**config.mk**
```make
export PLATFORM = sky130hd
export DESIGN_NAME = spi_reg_sequencer_flat
export DESIGN_NICKNAME = d
export VERILOG_FILES = /design/src/rtl/spi_seq_pkg.sv /design/src/rtl/spi_reg_sequencer_if.sv /design/src/rtl/spi_cs_timer.sv /design/src/rtl/spi_reg_sequencer.sv /design/src/flat_wrapper.sv
export SDC_FILE = /design/constraint.sdc
export NUM_CORES = 1
export LEC_CHECK = 0
export CORE_MARGIN = 10
export CORE_UTILIZATION = 29
export CTS_CLUSTER_DIAMETER = 120
export DETAILED_ROUTE_END_ITERATION = 7
export PLACE_DENSITY_LB_ADDON = 0.15
export SLEW_MARGIN = 20
export SYNTH_ARGS = -nofsm -noshare
export SYNTH_HDL_FRONTEND = slang
export SYNTH_SLANG_ARGS = --single-unit
```
**constraint.sdc**
```tcl
create_clock -name clk -period 3.25 [get_ports clk]
set_input_delay 0.4875 -clock clk [delete_from_list [all_inputs] [get_ports clk]]
set_output_delay 0.4875 -clock clk [all_outputs]
set_load 0.01 [all_outputs]
```
**src/rtl/spi_seq_pkg.sv**
```systemverilog
// Shared types and byte-composition helpers for the SPI register-access sequencer.
package spi_seq_pkg;

    typedef enum logic [2:0] {
        ST_IDLE,
        ST_SETUP,
        ST_SEND_ADDR,
        ST_WAIT_ADDR,
        ST_SEND_DATA,
        ST_WAIT_DATA,
        ST_HOLD,
        ST_GAP
    } seq_state_e;

    localparam logic [7:0] DUMMY_BYTE = 8'h00;
    localparam logic       RW_READ    = 1'b1;

    function automatic logic [7:0] addr_byte(input logic rw, input logic [6:0] addr);
        return {rw, addr};
    endfunction

endpackage

```
**src/rtl/spi_reg_sequencer_if.sv**
```systemverilog
// Command / write-data / read-data handshake bundle between the sensor drivers and the sequencer.
interface spi_reg_sequencer_if #(
    parameter int MAX_LEN = 8
);
    localparam int LEN_W = $clog2(MAX_LEN + 1);

    logic             cmd_valid;
    logic             cmd_ready;
    logic             cmd_rw;
    logic [6:0]       cmd_addr;
    logic [LEN_W-1:0] cmd_len;
    logic             wr_valid;
    logic             wr_ready;
    logic [7:0]       wr_data;
    logic             rd_valid;
    logic [7:0]       rd_data;
    logic             done;

    modport slave (
        input  cmd_valid, cmd_rw, cmd_addr, cmd_len, wr_valid, wr_data,
        output cmd_ready, wr_ready, rd_valid, rd_data, done
    );

    modport master (
        output cmd_valid, cmd_rw, cmd_addr, cmd_len, wr_valid, wr_data,
        input  cmd_ready, wr_ready, rd_valid, rd_data, done
    );

endinterface

```
**src/rtl/spi_cs_timer.sv**
```systemverilog
// Loadable down-counter with terminal-count flag; saturates at zero instead of wrapping.
module spi_cs_timer #(
    parameter int W = 3
) (
    input  logic         clk,
    input  logic         rst,
    input  logic         load,
    input  logic [W-1:0] load_val,
    output logic         tc
);

    logic [W-1:0] cnt_q, cnt_d;

    always_comb begin
        cnt_d = cnt_q;
        if (load)
            cnt_d = load_val;
        else if (cnt_q != '0)
            cnt_d = cnt_q - W'(1);
    end

    always_ff @(posedge clk) begin
        if (rst)
            cnt_q <= '0;
        else
            cnt_q <= cnt_d;
    end

    assign tc = (cnt_q == '0);

endmodule

```
**src/rtl/spi_reg_sequencer.sv**
```systemverilog
// Turns one register-access command into a chip-selected burst of SPI bytes with
// programmable CS setup, hold and idle spacing around the byte-level SPI master.
module spi_reg_sequencer
    import spi_seq_pkg::*;
#(
    parameter int MAX_LEN  = 8,
    parameter int CS_SETUP = 4,
    parameter int CS_HOLD  = 4,
    parameter int CS_IDLE  = 4
) (
    input  logic                clk,
    input  logic                rst,
    spi_reg_sequencer_if.slave  bus,
    output logic                cs_n,
    output logic                spi_start,
    output logic [7:0]          spi_tx,
    input  logic [7:0]          spi_rx,
    input  logic                spi_busy,
    input  logic                spi_new_data
);

    localparam int LEN_W   = $clog2(MAX_LEN + 1);
    localparam int MAX_DLY = (CS_SETUP > CS_HOLD) ? ((CS_SETUP > CS_IDLE) ? CS_SETUP : CS_IDLE)
                                                  : ((CS_HOLD > CS_IDLE) ? CS_HOLD : CS_IDLE);
    localparam int DLY_W   = $clog2(MAX_DLY + 1);

    seq_state_e       state_q, state_d;
    logic             rw_q, rw_d;
    logic [6:0]       addr_q, addr_d;
    logic [LEN_W-1:0] rem_q, rem_d;
    logic             cs_n_q, cs_n_d;
    logic             start_q, start_d;
    logic [7:0]       tx_q, tx_d;
    logic             rd_valid_q, rd_valid_d;
    logic [7:0]       rd_data_q, rd_data_d;
    logic             done_q, done_d;

    logic             tmr_load;
    logic [DLY_W-1:0] tmr_val;
    logic             tmr_tc;
    logic             accept;
    logic [LEN_W-1:0] len_eff;

    spi_cs_timer #(.W(DLY_W)) u_cs_timer (
        .clk      (clk),
        .rst      (rst),
        .load     (tmr_load),
        .load_val (tmr_val),
        .tc       (tmr_tc)
    );

    always_comb begin
        if (bus.cmd_len == '0)
            len_eff = LEN_W'(1);
        else if (bus.cmd_len > LEN_W'(MAX_LEN))
            len_eff = LEN_W'(MAX_LEN);
        else
            len_eff = bus.cmd_len;
    end

    // Accepting in the last GAP cycle keeps cs_n high for exactly CS_IDLE cycles.
    assign bus.cmd_ready = ~rst & ~spi_busy &
                           ((state_q == ST_IDLE) | ((state_q == ST_GAP) & tmr_tc));
    assign bus.wr_ready  = ~rst & (state_q == ST_SEND_DATA) & (rw_q != RW_READ) & ~start_q;
    assign accept        = bus.cmd_valid & bus.cmd_ready;

    always_comb begin
        state_d    = state_q;
        rw_d       = rw_q;
        addr_d     = addr_q;
        rem_d      = rem_q;
        cs_n_d     = cs_n_q;
        start_d    = 1'b0;
        tx_d       = tx_q;
        rd_valid_d = 1'b0;
        rd_data_d  = rd_data_q;
        done_d     = 1'b0;
        tmr_load   = 1'b0;
        tmr_val    = '0;

        case (state_q)
            ST_IDLE: ;
            ST_SETUP: begin
                if (tmr_tc) begin
                    state_d = ST_SEND_ADDR;
                    start_d = 1'b1;
                    tx_d    = addr_byte(rw_q, addr_q);
                end
            end
            ST_SEND_ADDR: state_d = ST_WAIT_ADDR;
            ST_WAIT_ADDR: begin
                if (spi_new_data) begin
                    state_d = ST_SEND_DATA;
                    if (rw_q == RW_READ) begin
                        start_d = 1'b1;
                        tx_d    = DUMMY_BYTE;
                    end
                end
            end
            // Reads enter with start already raised; writes wait here for a data byte.
            ST_SEND_DATA: begin
                if (start_q) begin
                    state_d = ST_WAIT_DATA;
                end else if (bus.wr_valid && bus.wr_ready) begin
                    start_d = 1'b1;
                    tx_d    = bus.wr_data;
                end
            end
            ST_WAIT_DATA: begin
                if (spi_new_data) begin
                    rem_d = rem_q - LEN_W'(1);
                    if (rw_q == RW_READ) begin
                        rd_valid_d = 1'b1;
                        rd_data_d  = spi_rx;
                    end
                    if (rem_q > LEN_W'(1)) begin
                        state_d = ST_SEND_DATA;
                        if (rw_q == RW_READ) begin
                            start_d = 1'b1;
                            tx_d    = DUMMY_BYTE;
                        end
                    end else begin
                        state_d  = ST_HOLD;
                        tmr_load = 1'b1;
                        tmr_val  = DLY_W'(CS_HOLD - 1);
                    end
                end
            end
            ST_HOLD: begin
                if (tmr_tc) begin
                    state_d  = ST_GAP;
                    cs_n_d   = 1'b1;
                    done_d   = 1'b1;
                    tmr_load = 1'b1;
                    tmr_val  = DLY_W'(CS_IDLE - 1);
                end
            end
            ST_GAP: begin
                if (tmr_tc)
                    state_d = ST_IDLE;
            end
            default: state_d = ST_IDLE;
        endcase

        if (accept) begin
            state_d  = ST_SETUP;
            rw_d     = bus.cmd_rw;
            addr_d   = bus.cmd_addr;
            rem_d    = len_eff;
            cs_n_d   = 1'b0;
            tmr_load = 1'b1;
            tmr_val  = DLY_W'(CS_SETUP - 1);
        end
    end

    always_ff @(posedge clk) begin
        if (rst) begin
            state_q    <= ST_IDLE;
            rw_q       <= 1'b0;
            addr_q     <= '0;
            rem_q      <= '0;
            cs_n_q     <= 1'b1;
            start_q    <= 1'b0;
            tx_q       <= DUMMY_BYTE;
            rd_valid_q <= 1'b0;
            rd_data_q  <= 8'h00;
            done_q     <= 1'b0;
        end else begin
            state_q    <= state_d;
            rw_q       <= rw_d;
            addr_q     <= addr_d;
            rem_q      <= rem_d;
            cs_n_q     <= cs_n_d;
            start_q    <= start_d;
            tx_q       <= tx_d;
            rd_valid_q <= rd_valid_d;
            rd_data_q  <= rd_data_d;
            done_q     <= done_d;
        end
    end

    assign cs_n         = cs_n_q;
    assign spi_start    = start_q;
    assign spi_tx       = tx_q;
    assign bus.rd_valid = rd_valid_q;
    assign bus.rd_data  = rd_data_q;
    assign bus.done     = done_q;

endmodule

```
**src/flat_wrapper.sv**
```systemverilog
// flat-port wrapper written by rule: the top's interface ports become plain ports
module spi_reg_sequencer_flat import spi_seq_pkg::*;
#(
    parameter int MAX_LEN  = 8,
    parameter int CS_SETUP = 4,
    parameter int CS_HOLD  = 4,
    parameter int CS_IDLE  = 4
)
  (clk, rst, cs_n, spi_start, spi_tx, spi_rx, spi_busy, spi_new_data, bus_cmd_valid, bus_cmd_rw, bus_cmd_addr, bus_cmd_len, bus_wr_valid, bus_wr_data, bus_cmd_ready, bus_wr_ready, bus_rd_valid, bus_rd_data, bus_done);
  spi_reg_sequencer_if #(.MAX_LEN(MAX_LEN)) bus_i ();
  input  logic clk;
  input  logic rst;
  output logic cs_n;
  output logic spi_start;
  output logic [7:0] spi_tx;
  input  logic [7:0] spi_rx;
  input  logic spi_busy;
  input  logic spi_new_data;
  input wire logic [$bits(bus_i.cmd_valid)-1:0] bus_cmd_valid;
  input wire logic [$bits(bus_i.cmd_rw)-1:0] bus_cmd_rw;
  input wire logic [$bits(bus_i.cmd_addr)-1:0] bus_cmd_addr;
  input wire logic [$bits(bus_i.cmd_len)-1:0] bus_cmd_len;
  input wire logic [$bits(bus_i.wr_valid)-1:0] bus_wr_valid;
  input wire logic [$bits(bus_i.wr_data)-1:0] bus_wr_data;
  output wire logic [$bits(bus_i.cmd_ready)-1:0] bus_cmd_ready;
  output wire logic [$bits(bus_i.wr_ready)-1:0] bus_wr_ready;
  output wire logic [$bits(bus_i.rd_valid)-1:0] bus_rd_valid;
  output wire logic [$bits(bus_i.rd_data)-1:0] bus_rd_data;
  output wire logic [$bits(bus_i.done)-1:0] bus_done;
  assign bus_i.cmd_valid = bus_cmd_valid;
  assign bus_i.cmd_rw = bus_cmd_rw;
  assign bus_i.cmd_addr = bus_cmd_addr;
  assign bus_i.cmd_len = bus_cmd_len;
  assign bus_i.wr_valid = bus_wr_valid;
  assign bus_i.wr_data = bus_wr_data;
  assign bus_cmd_ready = bus_i.cmd_ready;
  assign bus_wr_ready = bus_i.wr_ready;
  assign bus_rd_valid = bus_i.rd_valid;
  assign bus_rd_data = bus_i.rd_data;
  assign bus_done = bus_i.done;
  spi_reg_sequencer #(.MAX_LEN(MAX_LEN), .CS_SETUP(CS_SETUP), .CS_HOLD(CS_HOLD), .CS_IDLE(CS_IDLE)) u_core (.clk(clk), .rst(rst), .bus(bus_i), .cs_n(cs_n), .spi_start(spi_start), .spi_tx(spi_tx), .spi_rx(spi_rx), .spi_busy(spi_busy), .spi_new_data(spi_new_data));
endmodule
```
==> results.sh <==
export IMPL_status="completed"
export IMPL_p_comb_frac=0.222
export IMPL_setup_slack_ns=0.602
export IMPL_syn_avg_cell_area_um2=8.24
export IMPL_areaGrowthSynthToFinish_pct=35.1
export IMPL_gp_congestion=0.748
export IMPL_dp_cells=381
export IMPL_grt_total_usage=0.105
export IMPL_min_period_over_period=0.815
export IMPL_cts_resized=0
export IMPL_die_w_um=103
export IMPL_core_area_um2=6790
export IMPL_route_detailed_drc=0
export IMPL_power_leakage_nw=0.940
export IMPL_period_minus_slack_ns=2.65
export IMPL_fin_cells=389
export IMPL_setup_viol=0
export IMPL_worstPathArrival_ns=2.16
export IMPL_hpwl_mm=3.81
export IMPL_ys_ff_latch=38
export IMPL_grt_max_degree=35
export IMPL_start_util=0.297
export IMPL_antenna_found_initial=0
export IMPL_syn_inst=245
export IMPL_cpPeakStageDelay_ns=0.83
export IMPL_p_total_mw=1.21
export IMPL_crit_fanout=23
export IMPL_sequentialPowerShare=0.443
export IMPL_clk_pin_slew_ns=0.08
export IMPL_h_tree_depth=2
export IMPL_p_int_mw=0.864
export IMPL_tns_ns=0
export IMPL_n_antenna_cell=0
export IMPL_peakVddDrop_uv=224
export IMPL_drive_gt1_frac=0.0751
export IMPL_synth_seq_area_share=0.377
export IMPL_final_hold_viol_count=0
export IMPL_routed_wl_mm=5.40
export IMPL_grt_pass1_vias=1800
export IMPL_synth_cell_types=44
export IMPL_grt_pass1_wl_mm=8.92
export IMPL_holdPathEnd="u_core.bus.rd_data[0]"
export IMPL_gr_usage_met3=0.0498
export IMPL_drtIter0Drc=74
export IMPL_use_met1=0.134
export IMPL_place_ws_ns=0.827
export IMPL_cap_violations=0
export IMPL_reg2reg_slack_ns=0.95
export IMPL_relSlewSlack=0.459
export IMPL_cts_buffer_depth=2
export IMPL_cts_made_buffers=5
export IMPL_critPathLaunchType="flip-flop"
export IMPL_drt_first_pass_iters=4
export IMPL_place_area_um2=2620
export IMPL_worstHoldPathCells=2
export IMPL_vias=1825
export IMPL_rows=30
export IMPL_ios=56
export IMPL_holdBufCountCts=0
export IMPL_grt_overflow=0
export IMPL_sw_frac_of_total=0.284
export IMPL_worst_slew_pin_transition_ns=0.806
export IMPL_r2r_end="u_core.u_cs_timer.cnt_q[2]"
export IMPL_path_cells="and4_1 > o21a_1 > clkdlybuf4s50_1"
export IMPL_dieHeight_um=103
export IMPL_pwr_density_cell_nw_per_um2=443
export IMPL_rsz0062_at_grt="no"
export IMPL_antenna_left=0
export IMPL_busiest_layer="met2"
export IMPL_r2r_start="u_core.u_cs_timer.cnt_q[0]"
export IMPL_reg2reg_depth=7
export IMPL_worst_ep_required_time_ns=2.76
export IMPL_critPathKind="flip-flop to primary output"
export IMPL_clock_sinks=38
export IMPL_portBuffers=55
export IMPL_grt_util_met2=0.154
export IMPL_min_path_type="flip-flop to flip-flop"
export IMPL_crit_family="flip-flops"
export IMPL_dieArea_um2=10700
export IMPL_fin_worst_skew_ns=0.00758
export IMPL_worstHoldStart="u_core.bus.rd_data[0]"
export IMPL_cp_end_kind="primary output"
export IMPL_p_sw_mw=0.343
export IMPL_nets=330
export IMPL_fmax_mhz=378
export IMPL_cts_tree="built"
export IMPL_wl_per_cell_um=13.9
export IMPL_via_per_inst=4.69
export IMPL_cp_slowest_cell="dfxtp_1"
export IMPL_critical_path_buf_inv_count=1
export IMPL_netlist_area_um2=2020
export IMPL_yosysWarnings=0
export IMPL_cts_root_buf="clkbuf_8"
export IMPL_post_cts_buffers=0
export IMPL_synth_nets=283
export IMPL_slew_viol_final=0
export IMPL_pwr_share_clk=0.335
export IMPL_final_cell_area_um2=2730
export IMPL_clk_latency_ns=0.30
## through the flow
stage	hold slack, ns	utilization
global route	0.482	0.401
global placement	0.442	0.385
finish	0.456	0.401
detailed placement	0.449	0.385
floorplan	0.450	-
CTS	0.461	0.401
## worst min-delay path, cell delays in order, from the launching register on
cell	delay (ns)
dfxtp_1	0.31
nand2_1	0.05
a21oi_1	0.05
## routing by layer
layer / vias up / routed length (um)
li1: 943 / -
met1: 836 / 2530
met2: 40 / 2300
met3: 6 / 509
met4: 0 / 65
met5: - / 0
## kinds of logic (layout without fill, tap and decap cells)
logic type | after synthesis | in the layout | synth area share
flops | 38 | 38 | 0.377
simple gates | 107 | 107 | 0.280
xor+xnor | 2 | 2 | 0.00868
compound gates | 61 | 61 | 0.190
buf+inv | 24 | 72 | 0.0551
mux | 9 | 9 | 0.0651
fa+ha+maj | 4 | 4 | 0.0248
## cells in the final DEF, fill, tap and decap left out, types with 3 or more instances in the layout
cell	instances
nor2b_1	12
nand3_1	11
ha_1	4
inv_1	6
nor2_1	10
buf_4	3
nor3_1	5
a21o_1	8
o211ai_1	3
nand2b_1	12
o21ai_0	3
mux2_4	8
nand2_1	35
a21oi_1	33
dfxtp_1	38
clkdlybuf4s50_1	54
nand3b_1	11
clkbuf_8	5
## power groups by stage
stage | clock [mW] | combinational [mW] | sequential, mW
6_report | 0.404 | 0.269 | 0.535
5_1_grt | 0.439 | 0.308 | 0.542
4_1_cts | 0.421 | 0.274 | 0.534
3_5_place_dp | 0 | 0.273 | 0.545
3_3_place_gp | 0 | 0.268 | 0.545
2_1_floorplan | 0 | 0.211 | 0.520
## layout make-up
class,instances,area (um2)
inverters,6,22.5
repair buffers,58,568
multi-input cells,183,1150
fillers,732,4070
clock inverters,3,40.0
clock buffers,5,68.8
flip-flops and latches,38,761
well taps,96,120
## synthesized netlist by cell type, drive strengths merged
cell type,n,share of area
nand2b,12,0.037
and4b,1,0.0050
o211a,1,0.0050
or4,1,0.0037
nor4,2,0.0062
a2111oi,1,0.0074
dfxtp,38,0.38
nand4b,1,0.0043
inv,6,0.011
nor2b,12,0.037
o22a,1,0.0043
a22oi,2,0.0074
nand2,35,0.065
nand3,11,0.027
o21ai,3,0.0074
or3,1,0.0031
buf,10,0.029
and2,1,0.0031
o311ai,1,0.0043
o41ai,1,0.0043
nor3,5,0.012
a21boi,1,0.0037
nor3b,2,0.0074
a21o,8,0.030
a31o,1,0.0043
nor2,10,0.019
mux2,9,0.065
a2bb2oi,1,0.0043
or3b,1,0.0043
and4,1,0.0043
xor2,1,0.0043
nand3b,11,0.041
a31oi,2,0.0062
clkbuf,8,0.015
a211o,1,0.0043
ha,4,0.025
o21a,1,0.0037
o211ai,3,0.011
a21oi,33,0.082
xnor2,1,0.0043
## how the worst max path moves through the flow
stage                               startpoint  cells past startpoint               end
floorplan           u_core.u_cs_timer.cnt_q[0]                      9       u_core.rw_q
global placement                  spi_new_data                      5  u_core.spi_tx[2]
detailed placement                spi_new_data                      5  u_core.spi_tx[0]
CTS                 u_core.u_cs_timer.cnt_q[0]                      6     bus_cmd_ready
global route                 u_core.state_q[0]                      3     bus_cmd_ready
finish                       u_core.state_q[0]                      3     bus_cmd_ready
## flip-flops by register name, summed over array words and instances (netlist names)
name / flops
u_core.addr_q: 7
u_core.spi_start: 1
u_core.rem_q: 4
u_core.state_q: 3
u_core.u_cs_timer.cnt_q: 3
u_core.cs_n: 1
u_core.bus.rd_data: 8
u_core.bus.rd_valid: 1
u_core.rw_q: 1
u_core.spi_tx: 8
u_core.bus.done: 1
Note: power is estimated with default switching activity, not from simulation.
